==> config.mk <==
export PLATFORM = sky130hd
export DESIGN_NAME = pipe_hazard_ctrl
export DESIGN_NICKNAME = d
export VERILOG_FILES = /design/src/rtl/hazard_pkg.sv /design/src/rtl/hazard_scoreboard.sv /design/src/rtl/pipe_hazard_ctrl.sv
export SDC_FILE = /design/constraint.sdc
export NUM_CORES = 1
export LEC_CHECK = 0
export BUFFER_PORTS_ARGS = -buffer_cell sky130_fd_sc_hd__buf_2
export CAP_MARGIN = 10
export CORE_MARGIN = 4
export CORE_UTILIZATION = 30
export CTS_BUF_LIST = sky130_fd_sc_hd__clkbuf_4 sky130_fd_sc_hd__clkbuf_8 sky130_fd_sc_hd__clkbuf_16
export DETAILED_ROUTE_END_ITERATION = 8
export PLACE_DENSITY = 0.59
export SYNTH_ARGS = -nofsm -noshare
export SYNTH_HDL_FRONTEND = slang
export SYNTH_SLANG_ARGS = --single-unit
==> constraint.sdc <==
create_clock -name clk -period 1.73 [get_ports clk]
set_input_delay 0.0865 -clock clk [delete_from_list [all_inputs] [get_ports clk]]
set_output_delay 0.0865 -clock clk [all_outputs]
set_load 0.005 [all_outputs]
==> src/rtl/hazard_pkg.sv <==
// hazard_pkg: shared constants and types for the pipeline hazard controller.
//   FWD_*      operand source select codes (regfile / M result / W result)
//   TUSE_NONE  tuse value meaning "source not read"
//   sb_entry_t one scoreboard slot: destination, cycles-to-ready, movz flag
//   tnew_dec   saturating decrement applied as an entry advances a stage
package hazard_pkg;

  localparam int SB_RW = 5;
  localparam int SB_TW = 2;

  localparam logic [1:0] FWD_RF = 2'd0;
  localparam logic [1:0] FWD_M  = 2'd1;
  localparam logic [1:0] FWD_W  = 2'd2;

  localparam logic [SB_TW-1:0] TUSE_NONE = 2'd3;

  typedef struct packed {
    logic [SB_RW-1:0] dst;
    logic [SB_TW-1:0] tnew;
    logic             movz;
  } sb_entry_t;

  function automatic logic [SB_TW-1:0] tnew_dec(input logic [SB_TW-1:0] t);
    return (t == '0) ? '0 : t - 1'b1;
  endfunction

endpackage

==> src/rtl/hazard_scoreboard.sv <==
// hazard_scoreboard: three-slot (E, M, W) record of in-flight writers.
// Ports:
//   clk, reset   pipeline clock; synchronous active-high clear
//   stall        load a bubble into E instead of the D instruction
//   e_rt_zero    rt of the E instruction is zero (resolves movz on exit)
//   d_in         D-stage candidate entry
//   e, m, w      current slot contents
module hazard_scoreboard
  import hazard_pkg::*;
(
  input  logic      clk,
  input  logic      reset,
  input  logic      stall,
  input  logic      e_rt_zero,
  input  sb_entry_t d_in,
  output sb_entry_t e,
  output sb_entry_t m,
  output sb_entry_t w
);

  // The countdown keeps ticking as an entry moves E->M->W so that a load
  // (tnew 2) reaches 0 exactly when it sits in W.
  always_ff @(posedge clk) begin
    if (reset) begin
      e <= '0;
      m <= '0;
      w <= '0;
    end else begin
      w.dst  <= m.dst;
      w.tnew <= tnew_dec(m.tnew);
      w.movz <= 1'b0;
      // movz with nonzero rt never writes: its destination becomes $0.
      m.dst  <= (e.movz && !e_rt_zero) ? '0 : e.dst;
      m.tnew <= tnew_dec(e.tnew);
      m.movz <= 1'b0;
      e      <= stall ? '0 : d_in;
    end
  end

endmodule

==> src/rtl/pipe_hazard_ctrl.sv <==
// pipe_hazard_ctrl: stall, forwarding and movz destination control for the
// five-stage pipeline.
// Ports:
//   clk, reset             pipeline clock; synchronous active-high clear
//   d_rs/d_rt, d_tuse_*    D-stage sources and when they are consumed
//   d_dst, d_tnew, d_movz  D-stage writer description
//   e_rt_zero              forwarded rt value in E is zero
//   e_rs, e_rt, m_rt       sources held in ID/EX and EX/MEM
//   stall                  freeze PC and IF/ID, bubble into ID/EX
//   e_dst_sel              1 = keep E destination, 0 = force $0
//   fwd_rs_d/fwd_rt_d      D operand source (FWD_RF/FWD_M/FWD_W)
//   fwd_rs_e/fwd_rt_e      E operand source
//   fwd_rt_m               M store data from W result
module pipe_hazard_ctrl
  import hazard_pkg::*;
#(
  parameter int RW = 5,
  parameter int TW = 2
) (
  input  logic          clk,
  input  logic          reset,
  input  logic [RW-1:0] d_rs,
  input  logic [RW-1:0] d_rt,
  input  logic [TW-1:0] d_tuse_rs,
  input  logic [TW-1:0] d_tuse_rt,
  input  logic [RW-1:0] d_dst,
  input  logic [TW-1:0] d_tnew,
  input  logic          d_movz,
  input  logic          e_rt_zero,
  input  logic [RW-1:0] e_rs,
  input  logic [RW-1:0] e_rt,
  input  logic [RW-1:0] m_rt,
  output logic          stall,
  output logic          e_dst_sel,
  output logic [1:0]    fwd_rs_d,
  output logic [1:0]    fwd_rt_d,
  output logic [1:0]    fwd_rs_e,
  output logic [1:0]    fwd_rt_e,
  output logic          fwd_rt_m
);

  localparam int NSRC = 2;

  sb_entry_t sb_e, sb_m, sb_w, d_ent;
  logic      stall_raw;

  assign d_ent = '{dst: d_dst, tnew: d_tnew, movz: d_movz};

  hazard_scoreboard u_sb (
    .clk       (clk),
    .reset     (reset),
    .stall     (stall_raw),
    .e_rt_zero (e_rt_zero),
    .d_in      (d_ent),
    .e         (sb_e),
    .m         (sb_m),
    .w         (sb_w)
  );

  // A source waits while a producer in E or M still needs more cycles than
  // the consumer can wait. E uses the unresolved movz destination on purpose:
  // the cancel is not known until the instruction is in E.
  function automatic logic src_haz(input logic [RW-1:0] r, input logic [TW-1:0] tuse,
                                   input sb_entry_t e, input sb_entry_t m);
    if (tuse == TUSE_NONE || r == '0) return 1'b0;
    return (e.dst == r && e.tnew > tuse) || (m.dst == r && m.tnew > tuse);
  endfunction

  function automatic logic ready_hit(input logic [RW-1:0] r, input sb_entry_t s);
    return (r != '0) && (s.dst == r) && (s.tnew == '0);
  endfunction

  // M is younger than W, so its value wins on a double match.
  function automatic logic [1:0] fwd_src(input logic [RW-1:0] r,
                                         input sb_entry_t m, input sb_entry_t w);
    if (ready_hit(r, m)) return FWD_M;
    if (ready_hit(r, w)) return FWD_W;
    return FWD_RF;
  endfunction

  logic [NSRC-1:0][RW-1:0] d_src, e_src;
  logic [NSRC-1:0][TW-1:0] d_tuse;
  logic [NSRC-1:0][1:0]    fwd_d, fwd_e;
  logic [NSRC-1:0]         haz;

  assign d_src  = {d_rt, d_rs};
  assign e_src  = {e_rt, e_rs};
  assign d_tuse = {d_tuse_rt, d_tuse_rs};

  // Outputs are forced idle during reset so a stale scoreboard never leaks
  // into the cycle in which it is being cleared.
  for (genvar i = 0; i < NSRC; i++) begin : g_src
    assign haz[i]   = src_haz(d_src[i], d_tuse[i], sb_e, sb_m);
    assign fwd_d[i] = reset ? FWD_RF : fwd_src(d_src[i], sb_m, sb_w);
    assign fwd_e[i] = reset ? FWD_RF : fwd_src(e_src[i], sb_m, sb_w);
  end

  assign stall_raw = !reset && (|haz);
  assign stall     = stall_raw;
  assign e_dst_sel = reset || !sb_e.movz || e_rt_zero;
  assign fwd_rs_d  = fwd_d[0];
  assign fwd_rt_d  = fwd_d[1];
  assign fwd_rs_e  = fwd_e[0];
  assign fwd_rt_e  = fwd_e[1];
  assign fwd_rt_m  = !reset && ready_hit(m_rt, sb_w);

endmodule

Word-level counts from Yosys, hierarchy flattened
Cells that the tools add are included.
Widths: inputs -> output; s select.
{ "word_totals": {"regBits": 22, "input_bits": 40, "output_inout_bits": 11, "elab_cells": 113} }
{ "classes": {"addsub": 2, "n_lt_le_gt_ge": 4, "n_eq_ne": 13, "muxes": 38, "n_reduce_logical": 49} }
{ "ops": {"columns": ["operator", "n"], "rows": [
  ["$eq 5x5->1", 11],
  ["$mux 2", 20],
  ["$logic_and 1x1->1", 25],
  ["$reduce_bool 5->1", 5],
  ["$mux 1", 18],
  ["$logic_not 5->1", 2],
  ["$reduce_or 2->1", 5],
  ["$gt 2x2->1", 4],
  ["$logic_not 2->1", 3],
  ["$logic_or 1x1->1", 6],
  ["$eq 2x2->1 const B", 2],
  ["$sub 2x1->2 const B", 2],
  ["$logic_not 1->1", 3]
]} }

Logic depth before layout (Yosys ltp)
Gate-level depths: netlist (run 1).
{ "logic_depth": {"depth_word": 8, "ltp_mapped": 8, "mapped_depth_nobuf": 7} }

By module
A second synthesis (run 1) with hierarchy kept.
{ "unflattened": {"hier_cells": 191, "area_unflattened_um2": 1722.9} }
{ "modules_own_cells": {"columns": ["mod", "instances", "cells_per_inst", "area_per_inst_um2", "seq_area_each_um2"], "rows": [
  ["pipe_hazard_ctrl", 1, 135, 1014.7, 0.0],
  ["hazard_scoreboard", 1, 56, 708.2, 440.4]
]} }

Worst setup path after synthesis (run 1)
Ideal clock, no wire load.
{ "synth_timing": {"path_kind": "flip-flop to output port", "start": "reg u_sb.m[7] in the netlist's numbering", "end": "out stall", "arrival_ns": 1.747, "t_required_ns": 1.643, "path_slack_ns": -0.103, "path_stages_with_launch": 7, "n_path_buf": 1, "path_cell_list": "dfxtp_1 > clkbuf_1 > xor2_1 > nor3_2 > nand3_2 > a2111oi_4 > o21ba_1"} }
{ "synth_between": {"elab_chain_cells": 6, "word_cells_on_any_way": 10, "classes_between": "2 x eq/ne; 2 x mux; 6 x reduce/logical"} }
{ "synth_rtl": {"columns": ["item", "line", "rtl"], "rows": [
  ["from (decl)", "hazard_scoreboard.sv:17", "output sb_entry_t m,"],
  ["$eq 5x5->1", "pipe_hazard_ctrl.sv:66", "return (e.dst == r && e.tnew > tuse) || (m.dst == r && m.tnew > tuse);"],
  ["$logic_and 1x1->1", "pipe_hazard_ctrl.sv:66", null],
  ["$logic_or 1x1->1", "pipe_hazard_ctrl.sv:66", null],
  ["$mux 1", "pipe_hazard_ctrl.sv:66", null],
  ["$reduce_or 2->1 (*)", "pipe_hazard_ctrl.sv:98", "assign stall_raw = !reset && (|haz);"],
  ["$logic_and 1x1->1 (*)", "pipe_hazard_ctrl.sv:98", null],
  ["to (decl)", "pipe_hazard_ctrl.sv:33", "output logic stall,"]
]} }
Every way passes the cells marked *; elsewhere a longest branch is shown, timed or not.

Final worst setup path (run 1)
{ "layout_timing": {"start": "reg u_sb.e[2] in the netlist's numbering", "end": "out stall"} }
{ "layout_between": {"elab_chain_cells": 6, "word_cells_on_any_way": 10, "classes_between": "2 x order compare; 2 x mux; 6 x reduce/logical"} }
{ "layout_rtl": {"columns": ["item", "line", "rtl"], "rows": [
  ["from (decl)", "hazard_scoreboard.sv:16", "output sb_entry_t e,"],
  ["from (signal assigned)", "hazard_scoreboard.sv:36", "e <= stall ? '0 : d_in;"],
  ["$gt 2x2->1", "pipe_hazard_ctrl.sv:66", null],
  ["$logic_and 1x1->1", "pipe_hazard_ctrl.sv:66", null],
  ["$logic_or 1x1->1", "pipe_hazard_ctrl.sv:66", null],
  ["$mux 1", "pipe_hazard_ctrl.sv:66", null],
  ["$reduce_or 2->1 (*)", "pipe_hazard_ctrl.sv:98", null],
  ["$logic_and 1x1->1 (*)", "pipe_hazard_ctrl.sv:98", null]
]} }
Marked as above.

==> flow_summary.json, run 1 <==
{
  "status": "finished with violations",
  "violations": "setup timing",
  "hp-start": "d_tnew[1]",
  "synth-seq-area-share_pct": 24.72,
  "r2r_setup_slack_ns": -0.14,
  "dr.first_iter.drc_count": 51,
  "gp_congestion": 0.8298,
  "power_leakage_nw": 1.088,
  "grt_pass1_vias": 1633,
  "syn_to_final_growth_pct": 47.12,
  "setup_viol": 12,
  "synth.top_cells.by_area": "dfxtp_1, xnor2_1, ha_1, nor4b_2, xor2_1",
  "grt_overflow_total": 0,
  "cts_buffers": 3,
  "ant_nets": 0,
  "p_int_mw": 0.9738,
  "grt_first_pass_wirelength_mm": 7.859,
  "yosys_warnings": 0,
  "clock-sinks": 22,
  "timing.rr.end": "u_sb.e[6]$_SDFF_PP0_",
  "clk_pin_slew_ns": 0.08,
  "holdPathStages": 2,
  "portBuffers": 50,
  "num_vias": 1650,
  "drv_cap": 0,
  "dieWidth_um": 85.07,
  "tritoncts": "built",
  "drt_wl_total_mm": 4.882,
  "synth_area_leader_cell": "dfxtp_1",
  "path_class": "register to output pin",
  "clk_path_buf_depth": 2,
  "grt_max_degree": 24,
  "slew-limit-headroom_pct": 74.72,
  "num_rows": 27,
  "peakVddDrop_mv": 0.3328,
  "grt_usage_pct": 13.45,
  "power.density_nw_per_um2": 525.8,
  "r2r_cells": 8,
  "clkLatencyLatePin_ns": 0.26,
  "core_area_um2": 5642,
  "hold_buffers": 0,
  "cp-start-kind": "register",
  "cts-root-buf": "clkbuf_8",
  "critPathLaunch": "u_sb.e[2]$_SDFF_PP0_",
  "required_ns": 1.64,
  "antenna_found_initial": 0,
  "p_clk_share_pct": 26.3,
  "fin_crit_sh_pct": 110.4,
  "post_drt_wl_per_cell_um": 14.23,
  "ys_types": 39,
  "swShare_pct": 29.35,
  "fin_ws_ns": -0.1794,
  "drive_above_1_share_pct": 49.82,
  "h-tree-depth": 1,
  "arrival_ns": 1.82,
  "synth-seq-cells": 22,
  "dp_cells": 333,
  "rr_startpoint": "u_sb.e[2]$_SDFF_PP0_",
  "fp.dieArea_um2": 7236,
  "synth_area_um2": 1782,
  "whs_ns": 0.07814,
  "fin_skew_ns": 0.003128,
  "place_hpwl_mm": 3.789,
  "die_y_um": 85.07,
  "drc": 0,
  "cp-end-kind": "output pin",
  "hold_violations": 0,
  "seq_power_share_pct": 40.8,
  "max_freq_mhz": 523.7,
  "n_antenna_cell": 0,
  "fin_nets": 322,
  "p_sw_mw": 0.4045,
  "synth_fp_nets": 246,
  "start_util_pct": 31.58,
  "grt_setup_unrepaired": "true",
  "fin_cells": 343,
  "tightest_slew_ns": 0.3792,
  "viasPerCell": 4.810,
  "pwr-share-comb_pct": 32.9,
  "ios": 51,
  "min_period_ns": 1.909,
  "hold_class": "primary input to register",
  "cp_max_fo": 3,
  "hold_path_end": "u_sb.e[2]$_SDFF_PP0_",
  "synth_cells": 196,
  "final_max_slew_viol_count": 0,
  "syn_avg_cell_area_um2": 9.090,
  "drtPass1Iterations": 4,
  "synth_top_area_share_pct": 24.72
}
-- how the worst max path moves through the flow --
stage	end	slack, ns	cells after the start
floorplan	stall	-0.01	6
global placement	u_sb.e[2]$_SDFF_PP0_	-0.06	7
detailed placement	u_sb.e[6]$_SDFF_PP0_	-0.13	7
CTS	stall	-0.21	7
global route	stall	-0.23	7
finish	stall	-0.18	7
-- what timing repair did --
| item | 4_1_cts | 5_1_grt |
|---|---|---|
| endpoints found under the setup margin | 16 | 17 |
| endpoints found under the hold margin | 0 | 0 |
| setup buffers | 3 | 3 |
| resized for setup | 25 | 29 |
| pin swaps | 8 | 15 |
-- power by group through the flow --
stage | logic, mW | registers, mW | clock network [mW]
after floorplan | 0.233 | 0.558 | 0
after global placement | 0.370 | 0.576 | 0
after detailed placement | 0.375 | 0.575 | 0
after CTS | 0.406 | 0.564 | 0.372
after global routing | 0.497 | 0.567 | 0.398
final | 0.453 | 0.563 | 0.362
-- logic make-up (layout without fill, tap and decap cells) --
family / count (synthesis) / in the layout / synth area share (%)
AO/OA/AOI/OAI: 20 / 20 / 9.621
XOR/XNOR: 50 / 50 / 24.58
adder cells (fa/ha/maj): 10 / 10 / 7.022
buffers and inverters: 24 / 99 / 6.882
flip-flops: 22 / 22 / 24.72
AND/OR/NAND/NOR: 70 / 70 / 27.18
-- cells in the final DEF, fill, tap and decap left out, types with 2 or more instances in the layout --
cell,n
ha_1,7
buf_6,3
buf_2,49
nor4b_2,3
a2111oi_2,2
nand4_1,4
inv_2,2
xor2_1,8
clkbuf_8,4
dfxtp_2,4
xnor2_2,4
or4_4,3
a21oi_1,5
dfxtp_1,13
and2_1,5
xnor2_1,35
nor3_2,2
nor4b_4,5
nand2_1,8
nor2b_1,5
nand3_2,2
xor2_2,2
dfxtp_4,5
o31ai_1,2
nor4_1,2
nor3_1,8
inv_1,10
buf_4,29
nand3_1,5
nor2_1,6
ha_4,3
-- through the flow --
stage	utilization [%]	setup WS [ns]	total power, mW	setup TNS [ns]	cell area (um2)
after global routing	46.46	-0.2289	1.463	-2.294	2621
after global placement	39.99	-0.05546	0.9455	-0.4446	2256
after floorplan	-	-0.01066	0.7913	-0.01066	1783
after detailed placement	39.99	-0.1295	0.9502	-0.7068	2256
final	46.46	-0.1794	1.378	-1.306	2621
after CTS	43.29	-0.2068	1.341	-1.448	2442
-- critical path, stage by stage, from the launching register on --
cell	delay [ns]
dfxtp_4	0.37
ha_4	0.24
nor2b_4	0.12
o2111ai_2	0.17
nor3_2	0.07
a211o_1	0.31
o21ba_1	0.17
buf_2	0.12
-- cells in the mapped netlist --
cell type  count
inv_1         13
ha_1          10
o31ai_1        2
nand3_2        1
buf_6          3
nand3_1        6
a2111oi_0      2
nand2_1        8
clkbuf_8       1
o2111ai_1      2
nor2_1         7
xnor2_1       40
nor2b_1        6
nor3_1         8
xor2_1        10
o21ai_4        1
a2111oi_4      1
nor4b_2        8
and2_1         5
nand3b_1       1
or3_1          1
nor3_2         3
nor3b_1        2
and3_1         1
a222oi_1       1
or4_1          2
clkbuf_1       7
a211oi_1       1
or4_4          2
a21oi_1        5
o21ai_0        1
nor4_1         4
nand2b_1       1
o22ai_1        1
o21ba_1        1
a211o_1        1
o21ai_1        1
dfxtp_1       22
nand4_1        4
-- registers in the layout (all words and copies together) (netlist names) --
signal	count
u_sb.m	7
u_sb.e	8
u_sb.w	7
-- area by class of cell --
class / count / area [um2]
Inverter: 13 / 51.30
Sequential cell: 22 / 464.2
Clock buffer: 4 / 55.05
Multi-Input combinational cell: 150 / 1444
Timing Repair Buffer: 82 / 516.7
Tap cell: 72 / 90.09
Fill cell: 547 / 3020
-- per-layer routing --
metal | vias up | part of all wire (%) | GRT usage (%)
li1 | 828 | - | -
met1 | 777 | 47 | 18.22
met2 | 43 | 47 | 21.96
met3 | 2 | 5.8 | 2.816
met4 | 0 | 0.45 | 2.878
met5 | - | 0 | 0
Power figures use the tool's default switching activity.
==> run 2: changes to the inputs <==
Settings changed: CORE_ASPECT_RATIO from default to 0.9.
==> run 2 against run 1 <==
Against the previous run:
- the flow still finishes with violations (setup timing)
- cell count decreased by 2.3%
- via count decreased by 2.0%
- die area about the same
- critical path depth unchanged
- non-clock buffer count decreased by 5
- worst setup slack improved by 0.0048 ns
- cell area decreased by 3.4%
- largest power group unchanged
==> flow_summary.json, run 2 (same netlist as run 1, synthesis figures left out) <==
{
  "power_leakage_nw": 1.046,
  "n_antenna_cell": 0,
  "max_freq_mhz": 525.1,
  "p_int_mw": 0.9142,
  "hold_class": "primary input to register",
  "use_met2_pct": 21.50,
  "fin_ws_ns": -0.1746,
  "required_ns": 1.64,
  "hold_violations": 0,
  "cp-start-kind": "register",
  "use_met1_pct": 20.44,
  "clk_pin_slew_ns": 0.07,
  "drtPass1Iterations": 4,
  "num_rows": 26,
  "place_hpwl_mm": 3.795,
  "antenna_found_initial": 0,
  "drc": 0,
  "portBuffers": 50,
  "largest_reg_flops": 8,
  "grt_max_degree": 24,
  "post_drt_wl_per_cell_um": 14.59,
  "core_area_um2": 5725,
  "hold_buffers": 0,
  "gp_congestion": 0.8230,
  "die_y_um": 81.11,
  "top_register": "u_sb.e",
  "peakVddDrop_mv": 0.3396,
  "fin_nets": 317,
  "status": "finished with violations",
  "busiest_layer": "met2",
  "min_period_ns": 1.905,
  "cp_max_fo": 3,
  "grt_overflow_total": 0,
  "num_vias": 1617,
  "cp_top_family": "compound AO/OA/AOI/OAI gates",
  "utilization_pct": 44.23,
  "tightest_slew_ns": 0.3637,
  "grt_util_met3_pct": 2.434,
  "ant_nets": 0,
  "layout_commonest_cell": "buf_2",
  "drive_above_1_share_pct": 47.55,
  "cp_cell_sequence": "ha_4 > nor2b_4 > o2111ai_2 > nor3_2 > a211o_1 > o21ba_1 > buf_2",
  "cts_buffers": 3,
  "pwr-share-comb_pct": 33.4,
  "ios": 51,
  "clk_path_buf_depth": 2,
  "fp.dieArea_um2": 7238,
  "dr.first_iter.drc_count": 76,
  "viasPerCell": 4.827,
  "reg_top3": "u_sb.e x8, u_sb.m x7, u_sb.w x7",
  "cp_num_buf_inv": 1,
  "path_class": "register to output pin",
  "fin_skew_ns": 0.003846,
  "h-tree-depth": 1,
  "max_stage_delay_ns": 0.37,
  "grt_usage_pct": 13.98,
  "p_sw_mw": 0.3883,
  "swShare_pct": 29.81,
  "final_max_slew_viol_count": 0,
  "mostFrequentLayoutCells": "buf_2, xnor2_1, buf_4, dfxtp_1, inv_1",
  "clock-sinks": 22,
  "violations": "setup timing",
  "syn_to_final_growth_pct": 42.13,
  "clkLatencyLatePin_ns": 0.25,
  "drt_wl_total_mm": 4.888,
  "fillers": 572,
  "tritoncts": "built",
  "start_util_pct": 31.12,
  "arrival_ns": 1.82,
  "crit_slowest_cell": "dfxtp_4",
  "dieWidth_um": 89.24,
  "fin_crit_sh_pct": 110.1,
  "cp-end-kind": "output pin",
  "whs_ns": 0.07655,
  "drv_cap": 0,
  "grt_pass1_vias": 1678,
  "slew-limit-headroom_pct": 75.75,
  "power.density_nw_per_um2": 514.4,
  "setup_viol": 11,
  "cts-root-buf": "clkbuf_8",
  "grt_setup_unrepaired": "true",
  "grt_first_pass_wirelength_mm": 7.948,
  "p_clk_share_pct": 23.1,
  "seq_power_share_pct": 43.4
}
-- run 2: power groups by stage --
| stage | clock network (mW) | logic, mW | registers, mW |
|---|---|---|---|
| global placement | 0 | 0.365 | 0.578 |
| floorplan | 0 | 0.233 | 0.558 |
| global route | 0.334 | 0.481 | 0.570 |
| detailed placement | 0 | 0.370 | 0.577 |
| finish | 0.301 | 0.436 | 0.566 |
| CTS | 0.309 | 0.397 | 0.564 |
-- run 2: per-stage QoR --
step,power [mW],cell area (um2),setup WS [ns],instances,TNS [ns]
floorplan,0.7913,1783,-0.01066,196,-0.01066
global placement,0.9427,2231,-0.05170,328,-0.4016
detailed placement,0.9476,2231,-0.08781,328,-0.5988
CTS,1.271,2394,-0.2063,335,-1.389
global route,1.385,2532,-0.2595,335,-2.308
finish,1.303,2532,-0.1746,335,-1.183
-- run 2: final timing paths --
path | start | cells after the start | to | slack (ns)
hold reg to reg | u_sb.e[1]$_SDFF_PP0_ | 1 | u_sb.m[1]$_SDFF_PP0_ | 0.42
hold / removal | d_tnew[1] | 2 | u_sb.e[2]$_SDFF_PP0_ | 0.08
setup / recovery | u_sb.e[2]$_SDFF_PP0_ | 7 | stall | -0.17
setup reg to reg | u_sb.e[2]$_SDFF_PP0_ | 8 | u_sb.e[3]$_SDFF_PP0_ | -0.12
-- run 2: layer usage --
metal	share of wire, %	vias up
li1	-	824
met4	0	0
met3	5.5	0
met2	45	38
met5	0	-
met1	49	755
-- run 2: layout make-up --
| class | instances | area, um2 | share of cell area [%] |
|---|---|---|---|
| Sequential cell | 22 | 465.4 | 18.38 |
| Inverter | 13 | 51.30 | 2.026 |
| Multi-Input combinational cell | 150 | 1418 | 55.98 |
| Tap cell | 70 | 87.58 | 3.458 |
| Timing Repair Buffer | 77 | 469.2 | 18.53 |
| Clock buffer | 3 | 41.29 | 1.630 |
-- run 2: what timing repair did --
item	in CTS	in global routing
pin swaps	6	7
resized for setup	24	25
setup buffers	4	0
cloned	0	0
setup endpoints to repair	16	17
-- run 2: worst reg2reg max path: stages (launching register included) --
cell and delay, ns:
dfxtp_4 0.37, ha_4 0.24, nor2b_4 0.12, o2111ai_2 0.17, nor3_2 0.07, a211o_1 0.31
buf_4 0.16, buf_12 0.14, nor4b_4 0.20
==> run 3: changes to the inputs <==
Settings changed: CELL_PAD_IN_SITES_DETAIL_PLACEMENT from default to 1, CELL_PAD_IN_SITES_GLOBAL_PLACEMENT from default to 1, PLACE_DENSITY 0.59 to 0.73.
==> run 3 against run 2 <==
Against the previous run:
- the flow still finishes with violations (setup timing)
- first-iteration DRC count decreased by 28%
- clock-buffer cell count unchanged
- die area unchanged
- sequential cell count unchanged
- clock skew about the same
- total power increased by 4.7%
- cell area increased by 6.0%
- sequential share of layout area decreased by 1.0 points
- worst setup slack about the same
- critical path type unchanged
- critical endpoint unchanged
- largest power group unchanged
==> flow_summary.json, run 3 (same netlist as run 1, synthesis figures left out) <==
{
  "status": "finished with violations",
  "violations": "setup timing",
  "top_register": "u_sb.e",
  "fin_skew_ns": 0.004317,
  "tightest_slew_ns": 0.3798,
  "p_clk_share_pct": 22.1,
  "tritoncts": "built",
  "fin_ws_ns": -0.1747,
  "grt_usage_pct": 15.49,
  "fin_setup_tns_ns": -1.447,
  "cts_buffers": 3,
  "cp_num_buf_inv": 1,
  "power_leakage_nw": 1.105,
  "crit_slowest_cell": "dfxtp_4",
  "syn_to_final_growth_pct": 50.70,
  "n_antenna_cell": 0,
  "final_max_slew_viol_count": 0,
  "dieWidth_um": 89.24,
  "peakVddDrop_mv": 0.5071,
  "largest_reg_flops": 8,
  "max_freq_mhz": 525.0,
  "fillers": 669,
  "portBuffers": 50,
  "num_vias": 1729,
  "fin_crit_sh_pct": 110.1,
  "clkLatencyLatePin_ns": 0.26,
  "path_class": "register to output pin",
  "antenna_found_initial": 0,
  "p_sw_mw": 0.4213,
  "place_hpwl_mm": 4.243,
  "cts-root-buf": "clkbuf_8",
  "min_period_ns": 1.905,
  "cp-start-kind": "register",
  "grt_first_pass_wirelength_mm": 8.562,
  "r2r_cells": 8,
  "grt_pass1_vias": 1797,
  "hold_class": "primary input to register",
  "h-tree-depth": 1,
  "seq_power_share_pct": 41.6,
  "arrival_ns": 1.82,
  "grt_overflow_total": 0,
  "fp.dieArea_um2": 7238,
  "r2r_setup_slack_ns": -0.13,
  "rr_startpoint": "u_sb.e[2]$_SDFF_PP0_",
  "utilization_pct": 46.90,
  "hp-start": "d_tnew[1]",
  "clock-sinks": 22,
  "grt_max_degree": 24,
  "drtPass1Iterations": 4,
  "reg_top3": "u_sb.e x8, u_sb.m x7, u_sb.w x7",
  "max_stage_delay_ns": 0.37,
  "hold_path_end": "u_sb.e[2]$_SDFF_PP0_",
  "pwr-share-comb_pct": 36.4,
  "drt_wl_total_mm": 6.149,
  "drv_cap": 0,
  "hold_violations": 0,
  "gp_congestion": 0.8595,
  "ant_nets": 0,
  "die_y_um": 81.11,
  "total_power_mw": 1.364,
  "mostFrequentLayoutCells": "buf_2, xnor2_1, buf_4, dfxtp_1, inv_1",
  "drc": 0,
  "fin_nets": 326,
  "dr.first_iter.drc_count": 55,
  "cp_cell_sequence": "ha_4 > nor2b_4 > o2111ai_2 > nor3_2 > a211o_1 > o21ba_1 > buf_2",
  "holdPathStages": 2,
  "start_util_pct": 31.12,
  "drive_above_1_share_pct": 52.92,
  "hold_buffers": 0,
  "clk_pin_slew_ns": 0.07,
  "p_int_mw": 0.9426,
  "slew-limit-headroom_pct": 74.65,
  "post_drt_wl_per_cell_um": 17.88,
  "cp-end-kind": "output pin",
  "swShare_pct": 30.89,
  "layout_commonest_cell": "buf_2",
  "timing.rr.end": "u_sb.e[4]$_SDFF_PP0_",
  "clk_path_buf_depth": 2,
  "ios": 51,
  "num_rows": 26,
  "power.density_nw_per_um2": 507.9,
  "whs_ns": 0.07607,
  "viasPerCell": 5.026,
  "grt_setup_unrepaired": "true",
  "setup_viol": 15,
  "multi_input_area_um2": 1473,
  "required_ns": 1.64,
  "cp_top_family": "compound AO/OA/AOI/OAI gates",
  "seqCellArea_um2": 466.7,
  "core_area_um2": 5725,
  "cp_max_fo": 3
}
[run 3: changes by cell type in the layout (fill, tap and decap cells not counted), moves of 2 or more]
cell     change
nor3_2       +3
buf_4        +2
nor2b_1      -2
xor2_2       +2
buf_6        +7
nor3_1       -3
[run 3: per-stage QoR]
stage / area, um2 / setup slack [ns] / cells
after global routing: 2685 / -0.2661 / 344
after detailed placement: 2231 / -0.1629 / 328
after CTS: 2472 / -0.2307 / 337
final: 2685 / -0.1747 / 344
after global placement: 2231 / -0.04793 / 328
after floorplan: 1783 / -0.01066 / 196
[run 3: worst max-delay path by stage]
stage	start	to	slack [ns]	cells after the start
3_3_place_gp	d_rt[0]	u_sb.e[0]$_SDFF_PP0_	-0.05	7
2_1_floorplan	u_sb.m[3]$_SDFF_PP0_	stall	-0.01	6
4_1_cts	u_sb.e[2]$_SDFF_PP0_	stall	-0.23	7
6_report	u_sb.e[2]$_SDFF_PP0_	stall	-0.17	7
3_5_place_dp	d_rt[0]	u_sb.e[1]$_SDFF_PP0_	-0.16	7
5_1_grt	u_sb.m[6]$_SDFF_PP0_	stall	-0.27	6
[run 3: per-layer routing]
layer	global-route usage, %	routed length, um
met4	3.274	87
met3	2.535	257
met2	27.10	3125
met5	0	0
met1	19.91	2678
[run 3: area by class of cell]
type,instances,share of cell area (%)
Multi-Input combinational cell,150,54.85
Timing Repair Buffer,86,20.97
Sequential cell,22,17.38
Tap cell,70,3.262
Inverter,13,2.004
Clock buffer,3,1.538
[run 3: worst register-to-register path, stage by stage (launching register included)]
cell and delay [ns]:
dfxtp_4 0.37, ha_4 0.23, nor2b_4 0.12, o2111ai_2 0.18, nor3_2 0.06, a211o_1 0.31, buf_6 0.14, buf_6 0.12
nor4b_4 0.25
[run 3: timing repair]
item | in CTS | in global routing
gates resized for setup | 38 | 31
pin swaps | 11 | 12
setup endpoints to repair | 16 | 18
buffers inserted | 6 | 7
[run 3: power groups by stage]
stage,Combinational (mW),Sequential [mW],Clock [mW]
CTS,0.426,0.565,0.314
finish,0.496,0.567,0.301
floorplan,0.233,0.558,0
global placement,0.368,0.577,0
detailed placement,0.380,0.577,0
global route,0.536,0.571,0.332
